$ cat config.mk
export PLATFORM = sky130hd
export DESIGN_NAME = sram_arbiter_2port_flat
export DESIGN_NICKNAME = d
export VERILOG_FILES = /design/src/rtl/sram_arbiter_2port_if.sv /design/src/rtl/sram_arbiter_2port.sv /design/src/flat_wrapper.sv
export SDC_FILE = /design/constraint.sdc
export NUM_CORES = 1
export LEC_CHECK = 0
export BUFFER_PORTS_ARGS = -buffer_cell sky130_fd_sc_hd__buf_2
export CAP_MARGIN = 20
export CORE_AREA = 3 3 98 100
export CTS_CLUSTER_SIZE = 40
export DETAILED_ROUTE_END_ITERATION = 12
export DIE_AREA = 0 0 101 103
export PLACE_DENSITY = 0.53
export SYNTH_ARGS = -nofsm -noshare
export SYNTH_HDL_FRONTEND = slang
export SYNTH_SLANG_ARGS = --single-unit
export TNS_END_PERCENT = 20
$ cat constraint.sdc
create_clock -name sram_clock -period 1.88 [get_ports sram_clock]
set_input_delay 0.376 -clock sram_clock [delete_from_list [all_inputs] [get_ports sram_clock]]
set_output_delay 0.376 -clock sram_clock [all_outputs]
set_load 0.02 [all_outputs]
$ cat src/rtl/sram_arbiter_2port_if.sv
// Requester-side bundle for sram_arbiter_2port: one instance per requester.
// The master drives a request and sees its ack and read return.
interface sram_arbiter_2port_if;
    logic        req;
    logic        read_not_write;
    logic [13:0] address;
    logic [31:0] write_data;
    logic [3:0]  byte_enable;
    logic        ack;
    logic        read_data_valid;
    logic [31:0] read_data;

    modport master (
        output req, read_not_write, address, write_data, byte_enable,
        input  ack, read_data_valid, read_data
    );

    modport slave (
        input  req, read_not_write, address, write_data, byte_enable,
        output ack, read_data_valid, read_data
    );
endinterface

$ cat src/rtl/sram_arbiter_2port.sv
// Fixed-priority (A over B) arbiter with a B starvation limit in front of a
// 16384x32 byte-write SRAM; read data returns one enabled cycle after the grant.
module sram_arbiter_2port #(
    parameter int unsigned STARVE_LIMIT = 4
) (
    input  logic                 sram_clock,
    input  logic                 reset,
    input  logic                 sram_clock__enable,
    sram_arbiter_2port_if.slave  a,
    sram_arbiter_2port_if.slave  b,
    output logic                 sram_select,
    output logic                 sram_read_not_write,
    output logic [13:0]          sram_address,
    output logic [31:0]          sram_write_data,
    output logic [3:0]           sram_write_enable,
    input  logic [31:0]          sram_data_out
);

    localparam logic [3:0] LIMIT = 4'(STARVE_LIMIT);

    typedef enum logic [1:0] {
        RET_NONE = 2'd0,
        RET_A    = 2'd1,
        RET_B    = 2'd2
    } ret_e;

    ret_e       ret_q, ret_d;
    logic [3:0] starve_q, starve_d;
    logic       active;
    logic       grant_a;
    logic       grant_b;

    always_ff @(posedge sram_clock) begin
        if (reset) begin
            ret_q    <= RET_NONE;
            starve_q <= '0;
        end else begin
            ret_q    <= ret_d;
            starve_q <= starve_d;
        end
    end

    always_comb begin
        active  = sram_clock__enable & ~reset;
        grant_b = active & b.req & ((starve_q >= LIMIT) | ~a.req);
        grant_a = active & a.req & ~grant_b;
        a.ack   = grant_a;
        b.ack   = grant_b;
    end

    always_comb begin
        sram_select         = grant_a | grant_b;
        sram_read_not_write = 1'b0;
        sram_address        = '0;
        sram_write_data     = '0;
        sram_write_enable   = '0;
        if (grant_a) begin
            sram_read_not_write = a.read_not_write;
            sram_address        = a.address;
            sram_write_data     = a.write_data;
            sram_write_enable   = a.read_not_write ? 4'b0000 : a.byte_enable;
        end else if (grant_b) begin
            sram_read_not_write = b.read_not_write;
            sram_address        = b.address;
            sram_write_data     = b.write_data;
            sram_write_enable   = b.read_not_write ? 4'b0000 : b.byte_enable;
        end
    end

    // Counter and return tag advance only on enabled cycles, so a stalled
    // read is still delivered on the next enabled cycle.
    always_comb begin
        starve_d = starve_q;
        ret_d    = ret_q;
        if (sram_clock__enable) begin
            if (grant_b || !b.req) begin
                starve_d = '0;
            end else if (starve_q != 4'hF) begin
                starve_d = starve_q + 4'd1;
            end
            if (grant_a && a.read_not_write) begin
                ret_d = RET_A;
            end else if (grant_b && b.read_not_write) begin
                ret_d = RET_B;
            end else begin
                ret_d = RET_NONE;
            end
        end
    end

    always_comb begin
        a.read_data_valid = active & (ret_q == RET_A);
        b.read_data_valid = active & (ret_q == RET_B);
        a.read_data       = a.read_data_valid ? sram_data_out : '0;
        b.read_data       = b.read_data_valid ? sram_data_out : '0;
    end

endmodule

$ cat src/flat_wrapper.sv
// flat-port wrapper written by rule: the top's interface ports become plain ports
module sram_arbiter_2port_flat 
#(
    parameter int unsigned STARVE_LIMIT = 4
)
  (sram_clock, reset, sram_clock__enable, sram_select, sram_read_not_write, sram_address, sram_write_data, sram_write_enable, sram_data_out, a_req, a_read_not_write, a_address, a_write_data, a_byte_enable, a_ack, a_read_data_valid, a_read_data, b_req, b_read_not_write, b_address, b_write_data, b_byte_enable, b_ack, b_read_data_valid, b_read_data);
  sram_arbiter_2port_if a_i ();
  sram_arbiter_2port_if b_i ();
  input  logic sram_clock;
  input  logic reset;
  input  logic sram_clock__enable;
  output logic sram_select;
  output logic sram_read_not_write;
  output logic [13:0] sram_address;
  output logic [31:0] sram_write_data;
  output logic [3:0] sram_write_enable;
  input  logic [31:0] sram_data_out;
  input wire logic [$bits(a_i.req)-1:0] a_req;
  input wire logic [$bits(a_i.read_not_write)-1:0] a_read_not_write;
  input wire logic [$bits(a_i.address)-1:0] a_address;
  input wire logic [$bits(a_i.write_data)-1:0] a_write_data;
  input wire logic [$bits(a_i.byte_enable)-1:0] a_byte_enable;
  output wire logic [$bits(a_i.ack)-1:0] a_ack;
  output wire logic [$bits(a_i.read_data_valid)-1:0] a_read_data_valid;
  output wire logic [$bits(a_i.read_data)-1:0] a_read_data;
  input wire logic [$bits(b_i.req)-1:0] b_req;
  input wire logic [$bits(b_i.read_not_write)-1:0] b_read_not_write;
  input wire logic [$bits(b_i.address)-1:0] b_address;
  input wire logic [$bits(b_i.write_data)-1:0] b_write_data;
  input wire logic [$bits(b_i.byte_enable)-1:0] b_byte_enable;
  output wire logic [$bits(b_i.ack)-1:0] b_ack;
  output wire logic [$bits(b_i.read_data_valid)-1:0] b_read_data_valid;
  output wire logic [$bits(b_i.read_data)-1:0] b_read_data;
  assign a_i.req = a_req;
  assign a_i.read_not_write = a_read_not_write;
  assign a_i.address = a_address;
  assign a_i.write_data = a_write_data;
  assign a_i.byte_enable = a_byte_enable;
  assign a_ack = a_i.ack;
  assign a_read_data_valid = a_i.read_data_valid;
  assign a_read_data = a_i.read_data;
  assign b_i.req = b_req;
  assign b_i.read_not_write = b_read_not_write;
  assign b_i.address = b_address;
  assign b_i.write_data = b_write_data;
  assign b_i.byte_enable = b_byte_enable;
  assign b_ack = b_i.ack;
  assign b_read_data_valid = b_i.read_data_valid;
  assign b_read_data = b_i.read_data;
  sram_arbiter_2port #(.STARVE_LIMIT(STARVE_LIMIT)) u_core (.sram_clock(sram_clock), .reset(reset), .sram_clock__enable(sram_clock__enable), .a(a_i), .b(b_i), .sram_select(sram_select), .sram_read_not_write(sram_read_not_write), .sram_address(sram_address), .sram_write_data(sram_write_data), .sram_write_enable(sram_write_enable), .sram_data_out(sram_data_out));
endmodule
=== Yosys cells after proc, flatten, opt, wreduce, memory -nomap -nowiden ===
Index checks and enable logic that the tools add are counted.

* Flip-flop bits (word level): 6
* Input port bits: 139

* Add/sub/neg operators: 1
* Magnitude comparators: 1
* Eq/ne operators: 3
* Muxes and demuxes: 16
* Bitwise logic cells: 12
* Reduce and logical (&&, ||, !) cells: 6

{| class="wikitable"
|+ Operator list
! operator !! count
|-
| 32-bit two-way mux || 4
|-
| 14-bit two-way mux || 2
|-
| 4-bit two-way mux || 6
|-
| 1-bit bitwise AND || 7
|-
| 4-bit by 1-bit adder with 4-bit output, second input constant || 1
|-
| 4-bit by 3-bit greater-or-equal comparator with 1-bit output, second input constant || 1
|-
| 2-bit two-way mux || 2
|-
| 4-bit inequality test, second input constant || 1
|-
| 1-bit NOT || 3
|-
| 2-bit by 1-bit == test with 1-bit output, second input constant || 1
|-
| 2-bit == test, second input constant || 1
|-
| 1-bit logical AND || 2
|-
| 1-bit two-way mux || 2
|-
| 1-bit bitwise OR || 2
|-
| 2-bit AND reduction || 1
|-
| 2-bit nonzero test || 1
|-
| 1-bit logical NOT || 1
|-
| 1-bit logical OR || 1
|}

=== Logic depth before layout (Yosys ltp) ===
Gate-level depths: netlist of the first run.

* Depth after elaboration: 8
* Depth in mapped cells: 5
* Depth with buffers taken out: 4

=== Worst setup path before layout of the first run ===
Ideal clock, no wire load.

* Path type: input to output
* Start point: input port reset
* End point: output port a_read_data[22]
* Arrival time: 1.392 ns
* Data required time: 1.504 ns
* Setup slack: 0.112 ns
* Cell stages on the path: 4
* Path buffers: 1
* Cells stage by stage: nand2b_2 -> nor3b_2 -> buf_2 -> and2_1

* Word-level cells in the longest chain between the ends: 4

{| class="wikitable"
|+ Ends and longest elaborated chain
! what !! line !! text
|-
| start: declaration || flat_wrapper.sv:10 || <nowiki>input logic reset;</nowiki>
|-
| 1-bit NOT || sram_arbiter_2port.sv:44 || <nowiki>active = sram_clock__enable & ~reset;</nowiki>
|-
| 1-bit bitwise AND || sram_arbiter_2port.sv:44 ||
|-
| 1-bit bitwise AND || sram_arbiter_2port.sv:92 || <nowiki>a.read_data_valid = active & (ret_q == RET_A);</nowiki>
|-
| net a_read_data_valid || flat_wrapper.sv:24 || <nowiki>output wire logic [$bits(a_i.read_data_valid)-1:0] a_read_data_valid;</nowiki>
|-
| 32-bit two-way mux || sram_arbiter_2port.sv:94 || <nowiki>a.read_data = a.read_data_valid ? sram_data_out : '0;</nowiki>
|-
| end: declaration || flat_wrapper.sv:25 || <nowiki>output wire logic [$bits(a_i.read_data)-1:0] a_read_data;</nowiki>
|}

The timed path passes the listed nets, and every way through them passes these cells.

=== Worst setup path after layout of the first run ===
* Start point: register u_core.starve_q[3]
* End point: output port sram_address[7]

* Word-level cells in the longest chain between the ends: 6
* Elaborated cells on any way between the ends: 7

{| class="wikitable"
|+ Ends and longest elaborated chain
! what !! line !! text
|-
| start: declaration || sram_arbiter_2port.sv:28 || <nowiki>logic [3:0] starve_q, starve_d;</nowiki>
|-
| start signal: assignment || sram_arbiter_2port.sv:39 || <nowiki>starve_q <= starve_d;</nowiki>
|-
| 4-bit by 3-bit greater-or-equal comparator with 1-bit output (*) || sram_arbiter_2port.sv:45 || <nowiki>grant_b = active & b.req & ((starve_q >= LIMIT) | ~a.req);</nowiki>
|-
| 1-bit bitwise OR (*) || sram_arbiter_2port.sv:45 ||
|-
| 1-bit bitwise AND (*) || sram_arbiter_2port.sv:45 ||
|-
| 1-bit NOT || sram_arbiter_2port.sv:46 || <nowiki>grant_a = active & a.req & ~grant_b;</nowiki>
|-
| 1-bit bitwise AND || sram_arbiter_2port.sv:46 ||
|-
| 14-bit two-way mux (*) || sram_arbiter_2port.sv:57 || <nowiki>if (grant_a) begin</nowiki>
|-
| end: declaration || flat_wrapper.sv:14 || <nowiki>output logic [13:0] sram_address;</nowiki>
|}

Every way passes the cells marked *; elsewhere a longest branch is shown, timed or not.

==> results of run 1 <==
sequential cells by signal, summed over array words and instances, names as in the netlist:
register and count:
u_core.starve_q 4, u_core.ret_q 2
per-layer routing:
| metal | routed length [um] | up-vias | GRT usage |
|---|---|---|---|
| met2 | 4260 | 151 | 0.2395 |
| met5 | 0 | - | 0 |
| met1 | 3092 | 1062 | 0.1644 |
| li1 | - | 1154 | - |
| met4 | 0 | 0 | 0.01738 |
| met3 | 945 | 0 | 0.02436 |
where the power goes:
group          switching [mW]  internal (mW)  total (mW)
Combinational           0.215          0.242       0.458
Sequential            0.00209          0.128       0.130
Clock                  0.0507          0.137       0.188
Total                   0.268          0.507       0.775
worst paths after layout:
path	start	to	slack (ns)
worst max-delay path	u_core.starve_q[3]	sram_address[7]	-0.04
worst min-delay path	reset	u_core.starve_q[0]	0.32
worst max register to register	u_core.starve_q[2]	u_core.starve_q[2]	0.53
worst min register to register	u_core.starve_q[0]	u_core.starve_q[0]	0.49
repair_timing:
action                                  4_1_cts  5_1_grt
pin swaps                                     7       24
resized for setup                            18       62
setup buffers                                 2        2
endpoints found under the setup margin       86       54
endpoints found under the hold margin         0        0
gates cloned                                  1        0
cell usage in the layout (no fill, tap or decap), types with 4 or more instances in the layout:
cell     count
buf_4       12
a22o_1      48
and2_1      64
buf_12       6
buf_6       31
buf_2      228
dfxtp_1      4
worst max-delay path: stages (launching register included):
cell and delay, ns:
dfxtp_4 0.37, nor3b_4 0.06, nor3b_4 0.34, buf_12 0.22, a22o_1 0.18, buf_4 0.15
area by class of cell:
type	count	area [um2]
Fill cell	941	5624
Timing Repair Buffer	277	1700
Multi-Input combinational cell	143	1124
Tap cell	108	135.1
Sequential cell	6	127.6
Clock buffer	3	41.29
Inverter	3	11.26
cells by family (layout without fill, tap and decap cells):
logic type      after synthesis  count (layout)  synth area share
simple gates                 81              81            0.4184
flops                         6               6           0.09276
compound gates               61              61            0.4039
buf+inv                      19             283           0.07535
fa+ha+maj                     1               1          0.009660
==> impl_metrics.yaml, run 1 <==
finish:
  syn2layout_area_growth_pct: 142.4
  fin_area_um2: 3139
  diodes: 0
  stdcell_count: 540
  final_nets: 574
  drive_gt1_frac: 0.6782
  utilization: 0.3582
logic_synthesis:
  yosysMostFrequentCell: "and2_1"
  synth.largest_area_cell: "a22o_1"
  synth_top_area_share: 0.3449
  synth_area_um2: 1295
  postSynthAreaPerCell_um2: 7.708
  synthTopCellsByCount: "64 x and2_1, 51 x a22o_1, 9 x buf_2, 6 x dfxtp_1, 4 x clkbuf_1"
  yosys_most_used_dff: "dfxtp_1"
  synth_cells: 168
  synth_area_leaders: "a22o_1 34%, and2_1 31%, dfxtp_1 9.3%"
  synth-async-reset-ratio: 0
  ys_seq_area_frac: 0.09275
  ys_ff_latch: 6
  synth_nets: 308
  ys_warn_count: 0
  synth_cell_type_count: 28
  synth_edf_count: 0
timing:
  slew_viol_final: 0
  tns_ns: -0.6261
  setup_violations: 41
  fin_ws_ns: -0.03963
  skew_ns: 0.002033
  period_needed_ns: 1.920
  final_hold_viol_count: 0
  worst_slew_pin_slew_ns: 0.3397
  fmax_mhz: 520.9
  slew_headroom: 0.7733
  whs_ns: 0.3168
  finalCritPeriodShare: 1.021
  rsz0062_at_grt: "yes"
floorplanning:
  die_area_um2: 10400
  std_cell_rows: 34
  die_y_um: 103
  io_pins: 259
  die_w_um: 101
  start_util: 0.1478
  core_um2: 8763
power_and_ir_drop:
  p_per_area_nw_per_um2: 247.0
  finalPower_mw: 0.7753
  p_leak_nw: 1.909
  ir_drop_mv: 0.2395
clock_tree:
  clock_latency_ns: 0.22
  path_clk_slew_ns: 0.04
  clock_sinks: 6
  holdBufCountCts: 0
  clockBufferDepth: 2
  htreeDepth: 1
  cts_inserted_buffers: 3
  cts_tree: "yes"
  cts_root_buf: "clkbuf_8"
run_status:
  violations: "negative setup slack"
  status: "finished, violations left"
place:
  gp_congestion: 0.8293
  placed_cell_area_um2: 2825
  dp_cells: 534
  dp_slack_ns: -0.1189
  hpwlAfterDp_mm: 6.797
  portBuffers: 258
setup_path:
  path_max_fanout: 23
  critPathKind: "reg2out"
  cp.arrival_ns: 1.54
  end_kind: "output pin"
  critPathLaunchType: "register"
  critical_path_required_ns: 1.50
  r2r_cells: 5
grt:
  grt_usage: 0.1312
  antenna_found_initial: 0
  grt_pass1_wl_mm: 10.88
  grt_max_degree: 34
  grt.overflow.total: 0
  grt_pass1_vias: 2240
detailed_routing:
  vias: 2367
  drt-initial-drc-count: 61
  drc: 0
  viasPerCell: 4.383
  routed_wl_mm: 8.298
  dr.pass1.iters: 4
  drtAntennaViolNets: 0
  post_drt_wl_per_cell_um: 15.37
worst_hold_path:
  holdPathStages: 2
  hp-class: "in2reg"
run:
  drv_cap: 0
(Power assumes the default switching activity.)
==> run 2: changes to the inputs <==
--- a/config.mk
+++ b/config.mk
@@ -5,13 +5,13 @@
 export SDC_FILE = /design/constraint.sdc
 export NUM_CORES = 1
 export LEC_CHECK = 0
-export BUFFER_PORTS_ARGS = -buffer_cell sky130_fd_sc_hd__buf_2
 export CAP_MARGIN = 20
-export CORE_AREA = 3 3 98 100
+export CORE_AREA = 3 3 99 101
 export CTS_CLUSTER_SIZE = 40
 export DETAILED_ROUTE_END_ITERATION = 12
-export DIE_AREA = 0 0 101 103
-export PLACE_DENSITY = 0.53
+export DIE_AREA = 0 0 102 104
+export DONT_BUFFER_PORTS = 1
+export PLACE_DENSITY = 0.3
 export SYNTH_ARGS = -nofsm -noshare
 export SYNTH_HDL_FRONTEND = slang
 export SYNTH_SLANG_ARGS = --single-unit
==> constraint.sdc (replaced) <==
create_clock -name sram_clock -period 1.72 [get_ports sram_clock]
set_input_delay 0.344 -clock sram_clock [delete_from_list [all_inputs] [get_ports sram_clock]]
set_output_delay 0.344 -clock sram_clock [all_outputs]
set_load 0.02 [all_outputs]
==> run 2 against run 1 <==
Compared with the run above: clock-buffer cell count is the same; the run still ends with negative setup slack left; clock power up 11%; global-route usage down 1.4 points; largest power group unchanged; sequential power is 12% higher; sequential share of layout area increased by 1.4 points; worst setup slack lost 0.070 ns.
==> impl_metrics.yaml, run 2 (synthesis results as in run 1) <==
finish:
  layout_commonest_cell: "and2_2"
  drive_gt1_frac: 0.8370
  largest_register_ffs: 4
  final_nets: 326
  fin_area_um2: 2230
  stdcell_count: 295
  fillers: 972
  layout_common_cells: "54 x and2_2, 37 x a22o_4, 13 x buf_4, 11 x a22o_2, 10 x and2_4"
  regMostFlops: "u_core.starve_q"
  diodes: 0
  syn2layout_area_growth_pct: 72.17
  reg_top3: "u_core.starve_q (4), u_core.ret_q (2)"
clock_tree:
  holdBufCountCts: 0
  htreeDepth: 1
  clockBufferDepth: 2
  cts_root_buf: "clkbuf_8"
  clock_sinks: 6
  path_clk_slew_ns: 0.03
  cts_inserted_buffers: 3
  clock_latency_ns: 0.22
  cts_tree: "yes"
floorplanning:
  core_um2: 9109
  std_cell_rows: 35
  io_pins: 259
  die_area_um2: 10610
  start_util: 0.1422
  die_w_um: 102
  die_y_um: 104
detailed_routing:
  drc: 0
  routed_wl_mm: 7.314
  viasPerCell: 5.139
  drtAntennaViolNets: 0
  vias: 1516
  dr.pass1.iters: 4
  drt-initial-drc-count: 63
  post_drt_wl_per_cell_um: 24.79
place:
  placed_cell_area_um2: 1623
  portBuffers: 0
  dp_cells: 287
  hpwlAfterDp_mm: 5.607
  gp_congestion: 0.8066
timing:
  rsz0062_at_grt: "yes"
  finalCritPeriodShare: 1.064
  setup_violations: 43
  final_hold_viol_count: 0
  fin_ws_ns: -0.1094
  worst_slew_pin_slew_ns: 0.2607
  period_needed_ns: 1.829
  tns_ns: -3.081
  slew_headroom: 0.8261
  skew_ns: 0.0001122
  fmax_mhz: 546.6
  slew_viol_final: 0
grt:
  grt.overflow.total: 0
  grt_max_degree: 34
  grt_pass1_wl_mm: 9.501
  grt_pass1_vias: 1611
  grt_usage: 0.1175
  antenna_found_initial: 0
setup_path:
  cp_slowest_cell: "dfxtp_2"
  end_kind: "output pin"
  crit_top_cell: "nor3b_4"
  slowest_delay_ns: 0.33
  cp.arrival_ns: 1.49
  critPathLaunchType: "register"
  path_max_fanout: 6
  crit_chain: "nor3b_4 > nor3b_4 > buf_6 > clkbuf_16 > a22o_4"
  critPathKind: "reg2out"
  critical_path_required_ns: 1.38
worst_hold_path:
  hp-class: "in2reg"
power_and_ir_drop:
  p_per_area_nw_per_um2: 295.8
  power.switching_mw: 0.2253
  p_int_mw: 0.4342
  sw_frac_of_total: 0.3417
  seq_power_share: 0.221
  finalPower_mw: 0.6596
  p_leak_nw: 1.021
  pwr-share-comb: 0.463
  p_clk_frac: 0.317
  ir_drop_mv: 0.3454
run_status:
  violations: "negative setup slack"
  status: "finished, violations left"
run:
  drv_cap: 0
[run 2: area by class of cell]
type                    instances  area [um2]  area share
multi-input cells             143        1535      0.6886
repair buffers                 29       380.4      0.1706
well taps                     111       138.9     0.06229
flip-flops and latches          6       122.6     0.05499
clock buffers                   3       41.29     0.01852
inverters                       3       11.26    0.005051
[run 2: final timing paths]
check | startpoint | to | slack, ns | depth (start not counted)
max | u_core.starve_q[3] | sram_write_data[10] | -0.11 | 5
min | reset | u_core.starve_q[2] | 0.19 | 1
max reg2reg | u_core.starve_q[3] | u_core.starve_q[2] | 0.50 | 4
min reg2reg | u_core.starve_q[0] | u_core.starve_q[0] | 0.48 | 2
[run 2: critical path, delay by kind of cell, from the launching register on]
| kind | cells | cell delay (ns) |
|---|---|---|
| AOI/OAI and AO/OA | 1 | 0.28 |
| DFF | 1 | 0.33 |
| and+or+nand+nor | 2 | 0.34 |
| buffers and inverters | 2 | 0.30 |
[run 2: metrics by stage]
step	setup slack (ns)	utilization	hold slack [ns]
finish	-0.1094	0.2448	0.1882
global route	-0.1810	0.2448	0.1781
CTS	-0.1185	0.2376	0.1813
detailed placement	-0.08881	0.1782	0.4200
global placement	-0.09007	0.1782	0.4166
floorplan	0.01582	-	0.4131
[run 2: power by group through the flow]
stage | Combinational, mW | Clock, mW | Sequential, mW
floorplan | 0.175 | 0 | 0.146
global placement | 0.234 | 0 | 0.148
detailed placement | 0.235 | 0 | 0.148
CTS | 0.299 | 0.215 | 0.146
global route | 0.319 | 0.232 | 0.146
finish | 0.305 | 0.209 | 0.146
[run 2: what timing repair did]
item / in CTS / in global routing
cloned: 2 / 2
setup endpoints to repair: 115 / 117
pin swaps: 24 / 6
resized for setup: 146 / 13
buffers inserted: 1 / 0
[run 2: routing by layer]
layer / share of wire / wire length, um / track usage
met1: 0.32 / 2324 / 0.1073
met2: 0.54 / 3921 / 0.2405
met3: 0.12 / 889 / 0.03957
met4: 0.024 / 179 / 0.02343
met5: 0 / 0 / 0
==> run 3: changes to the inputs <==
--- a/config.mk
+++ b/config.mk
@@ -12,6 +12,7 @@
 export DIE_AREA = 0 0 102 104
 export DONT_BUFFER_PORTS = 1
 export PLACE_DENSITY = 0.3
+export SETUP_SLACK_MARGIN = 0.2
 export SYNTH_ARGS = -nofsm -noshare
 export SYNTH_HDL_FRONTEND = slang
 export SYNTH_SLANG_ARGS = --single-unit
==> run 3 against run 2 <==
Compared with the run above: the flow still finishes with violations (negative setup slack); clock-buffer cell count unchanged; via count down 0.40%; sequential cell count unchanged; critical path type unchanged; largest cell class unchanged; highest routed layer unchanged.
==> impl_metrics.yaml, run 3 (synthesis results as in run 1) <==
power_and_ir_drop:
  p_per_area_nw_per_um2: 280.7
  p_leak_nw: 1.093
  finalPower_mw: 0.6648
  ir_drop_mv: 0.3681
finish:
  regMostFlops: "u_core.starve_q"
  reg_top3: "u_core.starve_q (4), u_core.ret_q (2)"
  drive_gt1_frac: 0.8539
  syn2layout_area_growth_pct: 82.90
  layout_common_cells: "64 x and2_4, 47 x a22o_4, 8 x buf_4"
  largest_register_ffs: 4
  diodes: 0
  layout_commonest_cell: "and2_4"
  utilization: 0.2600
  final_nets: 320
  fin_area_um2: 2369
clock_tree:
  cts_inserted_buffers: 3
  clock_latency_ns: 0.22
  clock_sinks: 6
  path_clk_slew_ns: 0.04
  holdBufCountCts: 0
  cts_tree: "yes"
  clockBufferDepth: 2
  cts_root_buf: "clkbuf_8"
  htreeDepth: 1
timing:
  final_hold_viol_count: 0
  skew_ns: 0.0005764
  rsz0062_at_grt: "yes"
  finalCritPeriodShare: 1.087
  whs_ns: 0.1876
  worst_slew_pin_slew_ns: 0.3902
  setup_violations: 48
  slew_headroom: 0.7389
  period_needed_ns: 1.870
  fin_ws_ns: -0.1499
  fmax_mhz: 534.8
  slew_viol_final: 0
  tns_ns: -4.695
worst_hold_path:
  hp-class: "in2reg"
grt:
  grt_max_degree: 34
  grt_pass1_wl_mm: 9.211
  grt_pass1_vias: 1551
  grt.overflow.total: 0
  antenna_found_initial: 0
  grt_usage: 0.1100
place:
  gp_congestion: 0.6395
  hpwlAfterDp_mm: 4.920
  placed_cell_area_um2: 1749
  portBuffers: 0
floorplanning:
  die_w_um: 102
  io_pins: 259
  die_y_um: 104
  die_area_um2: 10610
  start_util: 0.1422
  core_um2: 9109
  std_cell_rows: 35
setup_path:
  cp_slowest_cell: "dfxtp_4"
  crit_top_cell: "nor3b_4"
  crit_chain: "nor3b_4 > nor3b_4 > buf_4 > clkbuf_16 > a22o_4"
  path_max_fanout: 6
  slowest_delay_ns: 0.35
  cp.arrival_ns: 1.53
  critPathKind: "reg2out"
  critPathLaunchType: "register"
  end_kind: "output pin"
  critical_path_required_ns: 1.38
run_status:
  status: "finished, violations left"
  violations: "negative setup slack"
run:
  drv_cap: 0
detailed_routing:
  routed_wl_mm: 7.018
  drtAntennaViolNets: 0
  dr.pass1.iters: 4
  drc: 0
  viasPerCell: 5.225
  drt-initial-drc-count: 34
  vias: 1510
  post_drt_wl_per_cell_um: 24.28
-- run 3: cell count changes in the layout (fill, tap and decap cells not counted), moves of 2 or more --
cell,delta
and2_4,+54
dfxtp_2,-2
buf_6,-2
and2_2,-54
a22o_2,-9
buf_12,-2
dfxtp_1,-2
buf_4,-5
dfxtp_4,+4
a22o_4,+10
-- run 3: timing repair --
action                                  CTS  global route
pin swaps                                89            81
endpoints found under the setup margin  117           118
setup buffers                             1             1
gates resized for setup                 154             6
cloned                                    3             4
-- run 3: through the flow --
stage                     setup slack, ns  cells
after floorplan                    0.1153    168
after global placement            0.01494    277
after CTS                         -0.1470    284
final                             -0.1499    289
after global routing              -0.2109    289
after detailed placement        -0.009257    277
-- run 3: cell type report --
cell class | instances | area (um2)
inverters | 3 | 11.26
repair buffers | 23 | 347.8
multi-input cells | 143 | 1694
fillers | 956 | 6740
flip-flops and latches | 6 | 135.1
clock buffers | 3 | 41.29
well taps | 111 | 138.9
-- run 3: worst paths after layout --
path	start	end	slack, ns	cells past startpoint
min reg2reg	u_core.starve_q[0]	u_core.starve_q[0]	0.48	2
max reg2reg	u_core.starve_q[3]	u_core.ret_q[1]	0.40	5
min	reset	u_core.starve_q[0]	0.19	1
max	u_core.starve_q[3]	sram_write_data[14]	-0.15	5
-- run 3: report_power, final --
| group | switching, mW | internal, mW | total (mW) |
|---|---|---|---|
| sequential | 0.00271 | 0.137 | 0.140 |
| clock | 0.0600 | 0.150 | 0.210 |
| combinational | 0.165 | 0.149 | 0.314 |
-- run 3: metal layers --
metal,up-vias,wire length [um],GRT usage
met4,0,20,0.009372
met5,-,0,0
li1,648,-,-
met1,732,2664,0.1304
met3,4,561,0.02347
met2,126,3771,0.2061
-- run 3: critical path: cells and delay by family (launching register included) --
| family | cells | cell delay [ns] |
|---|---|---|
| DFF | 1 | 0.35 |
| buffers and inverters | 2 | 0.32 |
| and+or+nand+nor | 2 | 0.36 |
| AOI/OAI and AO/OA | 1 | 0.27 |
